<file path="config.mk">
export PLATFORM = sky130hd
export DESIGN_NAME = wb_rr_arbiter2
export DESIGN_NICKNAME = d
export VERILOG_FILES = /design/src/rtl/wb_rr_arbiter2_pkg.sv /design/src/rtl/wb_bus_wdt.sv /design/src/rtl/wb_rr_arbiter2.sv
export SDC_FILE = /design/constraint.sdc
export NUM_CORES = 1
export LEC_CHECK = 0
export CAP_MARGIN = 20
export CORE_AREA = 4 4 93 95
export CTS_CLUSTER_DIAMETER = 80
export DETAILED_ROUTE_END_ITERATION = 16
export DIE_AREA = 0 0 97 99
export PLACE_DENSITY_LB_ADDON = 0.05
export SLEW_MARGIN = 15
export SYNTH_ARGS = -nofsm -noshare
export SYNTH_HDL_FRONTEND = slang
export SYNTH_SLANG_ARGS = --single-unit
</file>
<file path="constraint.sdc">
create_clock -name clk50 -period 2 [get_ports clk50]
set_input_delay 0.4 -clock clk50 [delete_from_list [all_inputs] [get_ports clk50]]
set_output_delay 0.4 -clock clk50 [all_outputs]
set_load 0.01 [all_outputs]
</file>
<file path="src/rtl/wb_rr_arbiter2_pkg.sv">
// Shared definitions for the two-master Wishbone round-robin arbiter:
// FSM state encodings, default bus widths and the state-to-grant decode.
package wb_rr_arbiter2_pkg;

  localparam int WB_AW = 8;
  localparam int WB_DW = 32;

  typedef enum logic [1:0] {
    ST_IDLE = 2'd0,
    ST_G0   = 2'd1,
    ST_G1   = 2'd2
  } state_t;

  function automatic logic [1:0] state_gnt(input state_t s);
    case (s)
      ST_G0:   return 2'b01;
      ST_G1:   return 2'b10;
      default: return 2'b00;
    endcase
  endfunction

endpackage

</file>
<file path="src/rtl/wb_bus_wdt.sv">
// Bus watchdog: counts stalled strobe cycles and fires combinationally when the
// count reaches LIMIT; clears on clr or on its own fire.
module wb_bus_wdt #(
  parameter int unsigned LIMIT = 255
) (
  input  logic clk50,
  input  logic arst_n,
  input  logic en,
  input  logic clr,
  output logic fire
);

  localparam logic [7:0] LIM = 8'(LIMIT);

  logic [7:0] cnt;

  assign fire = (cnt == LIM);

  always_ff @(posedge clk50 or negedge arst_n) begin
    if (!arst_n) begin
      cnt <= 8'd0;
    end else if (clr || fire) begin
      cnt <= 8'd0;
    end else if (en) begin
      cnt <= cnt + 8'd1;
    end
  end

endmodule

</file>
<file path="src/rtl/wb_rr_arbiter2.sv">
// Two-master, one-slave Wishbone classic round-robin arbiter with bus watchdog.
// Grant is held until the owner drops cyc; every handover passes through IDLE.
module wb_rr_arbiter2
  import wb_rr_arbiter2_pkg::*;
#(
  parameter int          AW      = WB_AW,
  parameter int          DW      = WB_DW,
  parameter int          SW      = DW / 8,
  parameter int unsigned TMO_CYC = 255
) (
  input  logic          clk50,
  input  logic          arst_n,
  input  logic          m0_cyc_i,
  input  logic          m0_stb_i,
  input  logic          m0_we_i,
  input  logic [AW-1:0] m0_adr_i,
  input  logic [DW-1:0] m0_dat_i,
  input  logic [SW-1:0] m0_sel_i,
  output logic [DW-1:0] m0_dat_o,
  output logic          m0_ack_o,
  output logic          m0_err_o,
  input  logic          m1_cyc_i,
  input  logic          m1_stb_i,
  input  logic          m1_we_i,
  input  logic [AW-1:0] m1_adr_i,
  input  logic [DW-1:0] m1_dat_i,
  input  logic [SW-1:0] m1_sel_i,
  output logic [DW-1:0] m1_dat_o,
  output logic          m1_ack_o,
  output logic          m1_err_o,
  output logic          s_cyc_o,
  output logic          s_stb_o,
  output logic          s_we_o,
  output logic [AW-1:0] s_adr_o,
  output logic [DW-1:0] s_dat_o,
  output logic [SW-1:0] s_sel_o,
  input  logic [DW-1:0] s_dat_i,
  input  logic          s_ack_i,
  input  logic          s_err_i,
  output logic [1:0]    gnt_o,
  output logic          tmo_o
);

  state_t state, state_nxt;
  logic   last, last_nxt;
  logic   stb_raw;
  logic   tmo_fire;

  always_ff @(posedge clk50 or negedge arst_n) begin
    if (!arst_n) begin
      state <= ST_IDLE;
      last  <= 1'b1;
    end else begin
      state <= state_nxt;
      last  <= last_nxt;
    end
  end

  // On a tie the master that did not own the bus last time wins.
  always_comb begin
    state_nxt = state;
    last_nxt  = last;
    case (state)
      ST_IDLE: begin
        if (m0_cyc_i && m1_cyc_i) state_nxt = last ? ST_G0 : ST_G1;
        else if (m0_cyc_i)        state_nxt = ST_G0;
        else if (m1_cyc_i)        state_nxt = ST_G1;
      end
      ST_G0: begin
        if (!m0_cyc_i) begin
          state_nxt = ST_IDLE;
          last_nxt  = 1'b0;
        end
      end
      ST_G1: begin
        if (!m1_cyc_i) begin
          state_nxt = ST_IDLE;
          last_nxt  = 1'b1;
        end
      end
      default: state_nxt = ST_IDLE;
    endcase
  end

  always_comb begin
    gnt_o    = state_gnt(state);
    s_cyc_o  = 1'b0;
    stb_raw  = 1'b0;
    s_we_o   = 1'b0;
    s_adr_o  = '0;
    s_dat_o  = '0;
    s_sel_o  = '0;
    m0_ack_o = 1'b0;
    m0_err_o = 1'b0;
    m1_ack_o = 1'b0;
    m1_err_o = 1'b0;
    case (state)
      ST_G0: begin
        s_cyc_o  = m0_cyc_i;
        stb_raw  = m0_stb_i;
        s_we_o   = m0_we_i;
        s_adr_o  = m0_adr_i;
        s_dat_o  = m0_dat_i;
        s_sel_o  = m0_sel_i;
        m0_ack_o = s_ack_i;
        m0_err_o = s_err_i | tmo_fire;
      end
      ST_G1: begin
        s_cyc_o  = m1_cyc_i;
        stb_raw  = m1_stb_i;
        s_we_o   = m1_we_i;
        s_adr_o  = m1_adr_i;
        s_dat_o  = m1_dat_i;
        s_sel_o  = m1_sel_i;
        m1_ack_o = s_ack_i;
        m1_err_o = s_err_i | tmo_fire;
      end
      default: ;
    endcase
  end

  assign s_stb_o  = stb_raw & ~tmo_fire;
  assign tmo_o    = tmo_fire;
  assign m0_dat_o = s_dat_i;
  assign m1_dat_o = s_dat_i;

  // Dropping s_cyc_o covers both IDLE and leaving a grant.
  wb_bus_wdt #(.LIMIT(TMO_CYC)) u_wdt (
    .clk50  (clk50),
    .arst_n (arst_n),
    .en     (s_cyc_o & stb_raw & ~s_ack_i & ~s_err_i),
    .clr    (~s_cyc_o | s_ack_i | s_err_i),
    .fire   (tmo_fire)
  );

endmodule
</file>
### After elaboration in Yosys (flattened, before gate mapping)

Index checks and enable logic that the tools add are counted.

* register bits: 11
* output and inout port bits: 118

* add/subtract/negate cells: 1
* equality and inequality tests: 6
* multiplexer cells: 23
* bitwise operators: 11
* reduce and logical (&&, ||, !) cells: 7

Operator list (number)
* 32-bit one-hot mux with 2 select lines: 1
* 8-bit 2-to-1 mux: 2
* 8-bit one-hot mux with 2 select lines: 1
* 2-bit 2-to-1 mux: 6
* 8-bit by 1-bit adder with 8-bit output, second input constant: 1
* 8-bit == test, second input constant: 1
* 1-bit one-hot mux with 2 select lines: 4
* 4-bit one-hot mux with 2 select lines: 1
* 1-bit 2-to-1 mux: 6
* 2-bit one-hot mux with 3 select lines: 1
* 3-bit AND reduction: 2
* 1-bit AND: 4
* 2-bit != test, second input constant: 2
* 4-bit != test, second input constant: 1
* 1-bit NOT: 4
* 2-bit one-hot mux with 2 select lines: 1
* 2-bit nonzero test: 2
* 1-bit OR: 3
* 2-bit by 1-bit == test with 1-bit output, second input constant: 1
* 2-bit == test, second input constant: 1
* 2-bit zero test: 1
* 1-bit logical AND: 1
* 1-bit logical OR: 1

### Logic depth before layout (Yosys ltp)

* word-level depth: 7
* depth in mapped cells: 8
* depth with buffers taken out: 6

### By module

From an unflattened synthesis, not the netlist that was laid out.

* cells, all modules: 251
* area, all modules: 1968.1 µm²

Modules (own cells, without submodules)
* wb_rr_arbiter2: instances 1, cells each 206, area each 1530.2 µm², sequential area each 76.3 µm²
* wb_bus_wdt: instances 1, cells each 45, area each 437.9 µm², sequential area each 200.2 µm²

### Worst setup path before layout

OpenSTA, ideal clock, no wires.

* kind: reg-to-reg
* start: register state[0]
* end: register u_wdt.cnt[1]
* setup time: 0.073 ns
* arrival: 1.725 ns
* data required time: 1.927 ns
* slack: 0.202 ns
* stages on the path, launching flop included: 9
* buffers on the path: 2
* clock period less this slack: 1.798 ns
* cell sequence: dfrtp_1 inv_1 ha_1 buf_4 a22o_4 and2_4 or4b_1 buf_4 a21oi_2

* cells in the longest elaborated chain, start to end: 7
* elaborated cells between the ends (all ways): 13
* those cells by class: 2 x eq/ne; 3 x mux; 6 x bitwise; 2 x reduce/logical

Ends and longest elaborated chain
* start: declaration: RTL line wb_rr_arbiter2.sv:44 `state_t state, state_nxt;`
* start signal: assignment: RTL line wb_rr_arbiter2.sv:54 `state <= state_nxt;`
* 2-bit == test or 2-bit by 1-bit == test with 1-bit output (tied branches): RTL line wb_rr_arbiter2.sv:97 `case (state)`
* 1-bit one-hot mux with 2 select lines (*): RTL line wb_rr_arbiter2.sv:97
* net s_cyc_o: RTL line wb_rr_arbiter2.sv:31 `output logic s_cyc_o,`
* 1-bit NOT: RTL line wb_rr_arbiter2.sv:132 `.clr (~s_cyc_o | s_ack_i | s_err_i),`
* 1-bit OR (2 in series): RTL line wb_rr_arbiter2.sv:132
* 1-bit logical OR: RTL line wb_bus_wdt.sv:22 `end else if (clr || fire) begin`
* 8-bit 2-to-1 mux or 2-bit nonzero test (tied branches)
* end signal: assignment: RTL line wb_bus_wdt.sv:25 `cnt <= cnt + 8'd1;`
* end: declaration: RTL line wb_bus_wdt.sv:15 `logic [7:0] cnt;`

Mark *: on every way through the listed nets, which the timed path passes. The rest lies on a longest branch.
A chain may end at the register's enable or synchronous reset.

### Worst setup path after layout

* start: register state[1]
* end: output s_dat_o[7]

* cells in the longest elaborated chain, start to end: 2
* elaborated cells between the ends (all ways): 3
* those cells by class: 2 x eq/ne; 1 x mux

Ends and longest elaborated chain
* 2-bit == test or 2-bit by 1-bit == test with 1-bit output (tied branches): RTL line wb_rr_arbiter2.sv:97
* 32-bit one-hot mux with 2 select lines (*): RTL line wb_rr_arbiter2.sv:97
* end: declaration: RTL line wb_rr_arbiter2.sv:35 `output logic [DW-1:0] s_dat_o,`

Mark *: on every way between the ends. The rest lies on a longest branch, timed or not.

==> impl_metrics.toml <==
[global_route]
grt_max_degree = 37
grt_pass1_wl_um = 13000
grt_usage_pct = 16.8
antenna_found_initial = 0
grt-ovfl-total = 0
grt_pass1_vias = 2282

[logic_synthesis]
syn_inst = 245
ys_seq_elements = 11
syn_nets = 381
synthArstFlopShare_pct = 100
synth_warnings = 0
synth_edf_count = 0
netlist_area_mm2 = 0.00189
synth-main-ff-cell = "dfrtp_1"
post_synth_num_cell_types = 28
syn_avg_cell_area_um2 = 7.70
ys_seq_area_share_pct = 14.7

[layout]
drive_gt1_share_pct = 51.8
diodes = 0
most-common-layout-cells = "97 x clkdlybuf4s50_1, 41 x a22oi_2, 37 x buf_6"
syn_to_final_growth_pct = 117
final_common_cell = "clkdlybuf4s50_1"
finalNetCount = 521
utilization_pct = 53.0
nFillCells = 716

[pwr]
clockPowerShare_pct = 4.7
combPwrFrac_pct = 89.6
power.total_uw = 4790
vdd_drop_max_mv = 0.427
switching_power_uw = 1830
internal_power_uw = 2960
p_per_area_mw_per_mm2 = 1170
power_frac_seq_pct = 5.7
leakagePower_uw = 0.00167
p_sw_share_pct = 38.2

[cts]
clkSinkCount = 11
clockRootBuffer = "clkbuf_8"
tritoncts = "done"
clk_path_buf_depth = 2
cts-buffers-inserted = 3
clk-insertion-delay-late_ns = 0.24
clk_pin_slew_ns = 0.05
h-tree-depth = 1

[placed_design]
routabilityCongestion = 0.738
place_ws_ns = -0.218
dp_hpwl_um = 6130
io_buffers = 151

[setup_path]
crit_slowest_cell = "dfrtp_1"
crit_chain = "buf_6 -> ha_4 -> buf_12 -> buf_8 -> buf_16 -> a22oi_2 -> nor2b_1 -> buf_2"
worst_setup_path_start_kind = "flop"
timing.rr.start = "state[0]$_DFFE_PN0P_"
end_kind = "output pin"
rr_worst_depth = 8
max_stage_delay_ns = 0.39
worstPathArrival_ns = 1.71
path_class = "flop to output pin"
ff2ff_setup_slack_ns = -0.01
path_max_fanout = 5
rr_endpoint = "u_wdt.cnt[1]$_DFFE_PN0P_"
required_ns = 1.60

[sta]
rsz0062_at_grt = "yes"
hold_viol_final = 0
slew_viol_final = 0
max_freq_mhz = 473
period_share_pct = 106
layout_min_cycle_time_ns = 2.11
fin_skew_ns = 0.00173
fin_ws_ns = -0.113
slew-limit-headroom_pct = 66.2
setup_viol = 46
tightest_slew_ns = 0.506

[floorplan]
die_area_mm2 = 0.00960
fp.dieW_um = 97
floorplan.initialDensity_pct = 24.4
ios = 248
die_h_um = 99
fp.coreArea_mm2 = 0.00773
num_rows = 32

[route]
wl_um = 9280
drt_iter0_markers = 50
wire_per_inst_um = 19.1
ant_nets = 0
dr.pass1.iters = 4
via_count = 2235
drc = 0
post_drt_via_cell_ratio = 4.60

[status]
violations = "setup timing"
status = "complete, but fails checks"

[run]
max_cap_viol_count = 0

[min_path]
hold_path.class = "input port to asynchronous set/reset pin"
[timing repair]
item,4_1_cts,5_1_grt
cloned,5,8
buffers inserted,23,9
gates resized for setup,255,78
pin swaps,12,23
hold buffers,0,0
setup endpoints to repair,61,57
[critical path: cells and delay by family, from the launching register on]
| kind | cells | cell delay [ns] |
|---|---|---|
| adder cells (fa/ha/maj) | 1 | 0.17 |
| AND/OR/NAND/NOR | 1 | 0.06 |
| flip-flops | 1 | 0.39 |
| buffers and inverters | 5 | 0.65 |
| AO/OA/AOI/OAI | 1 | 0.20 |
[cell families after synthesis]
| logic type | count (synthesis) | share of synthesized area (%) |
|---|---|---|
| DFF | 11 | 14.7 |
| xor gates and xnor gates | 7 | 3.25 |
| adders and majority gates | 6 | 3.98 |
| AOI/OAI and AO/OA | 58 | 23.1 |
| and+or+nand+nor | 77 | 24.6 |
| buffers and inverters | 86 | 30.5 |
[flip-flops by register name, indices dropped and copies added (netlist names)]
name / count
last: 1
u_wdt.cnt: 8
state: 2
[cell usage after synthesis, drive strengths merged (4+ instances only)]
cell type	count	area, um^2
xor2	4	35.0
nor2	11	58.8
ha	6	75.1
and2	4	27.5
nand3	4	20.0
inv	4	15.0
dfrtp	10	250
nor2b	47	294
a22oi	47	353
clkbuf	15	56.3
buf	67	503
nand4	4	25.0
[per-stage QoR]
stage	instance area, um^2	hold slack [ns]	instances	setup TNS, ns
2_1_floorplan	1890	0.104	245	0
3_3_place_gp	3210	0.543	441	-8.00
3_5_place_dp	3210	0.549	441	-8.83
4_1_cts	3590	0.516	473	-0.997
5_1_grt	4090	0.549	486	-6.09
6_report	4090	0.500	486	-2.07
[power groups by stage]
stage	registers (uW)	clock network (uW)	logic, uW
final	273	224	4290
after global placement	272	0	2570
after global routing	278	246	4550
after CTS	273	230	3160
after floorplan	273	0	1350
after detailed placement	273	0	2550
[metal layers]
layer  wire length [um]  part of all wire [%]  vias up  GRT usage, %
met5                  0                     0        -             0
met3                644                   6.9       24          4.18
met4                188                   2.0        0          4.97
met2               5120                    55      102          33.0
met1               3330                    36     1046          17.3
li1                   -                     -     1063             -
[how the worst max path moves through the flow]
stage	from	to	slack [ns]	cells after the start
after CTS	state[1]$_DFFE_PN0P_	s_dat_o[7]	-0.13	8
final	state[1]$_DFFE_PN0P_	s_dat_o[7]	-0.11	8
after global routing	state[1]$_DFFE_PN0P_	s_dat_o[8]	-0.18	8
after global placement	state[0]$_DFFE_PN0P_	s_dat_o[8]	-0.21	6
after detailed placement	state[0]$_DFFE_PN0P_	s_dat_o[8]	-0.22	6
after floorplan	state[0]$_DFFE_PN0P_	u_wdt.cnt[1]$_DFFE_PN0P_	0.20	8
[layout make-up]
type / instances / area (um^2) / area share (%)
well taps: 102 / 128 / 3.12
clock buffers: 4 / 45.0 / 1.10
flip-flops and latches: 11 / 277 / 6.76
repair buffers: 217 / 2180 / 53.3
inverters: 4 / 15.0 / 0.367
multi-input cells: 148 / 1450 / 35.4
Power figures use the tool's default switching activity.
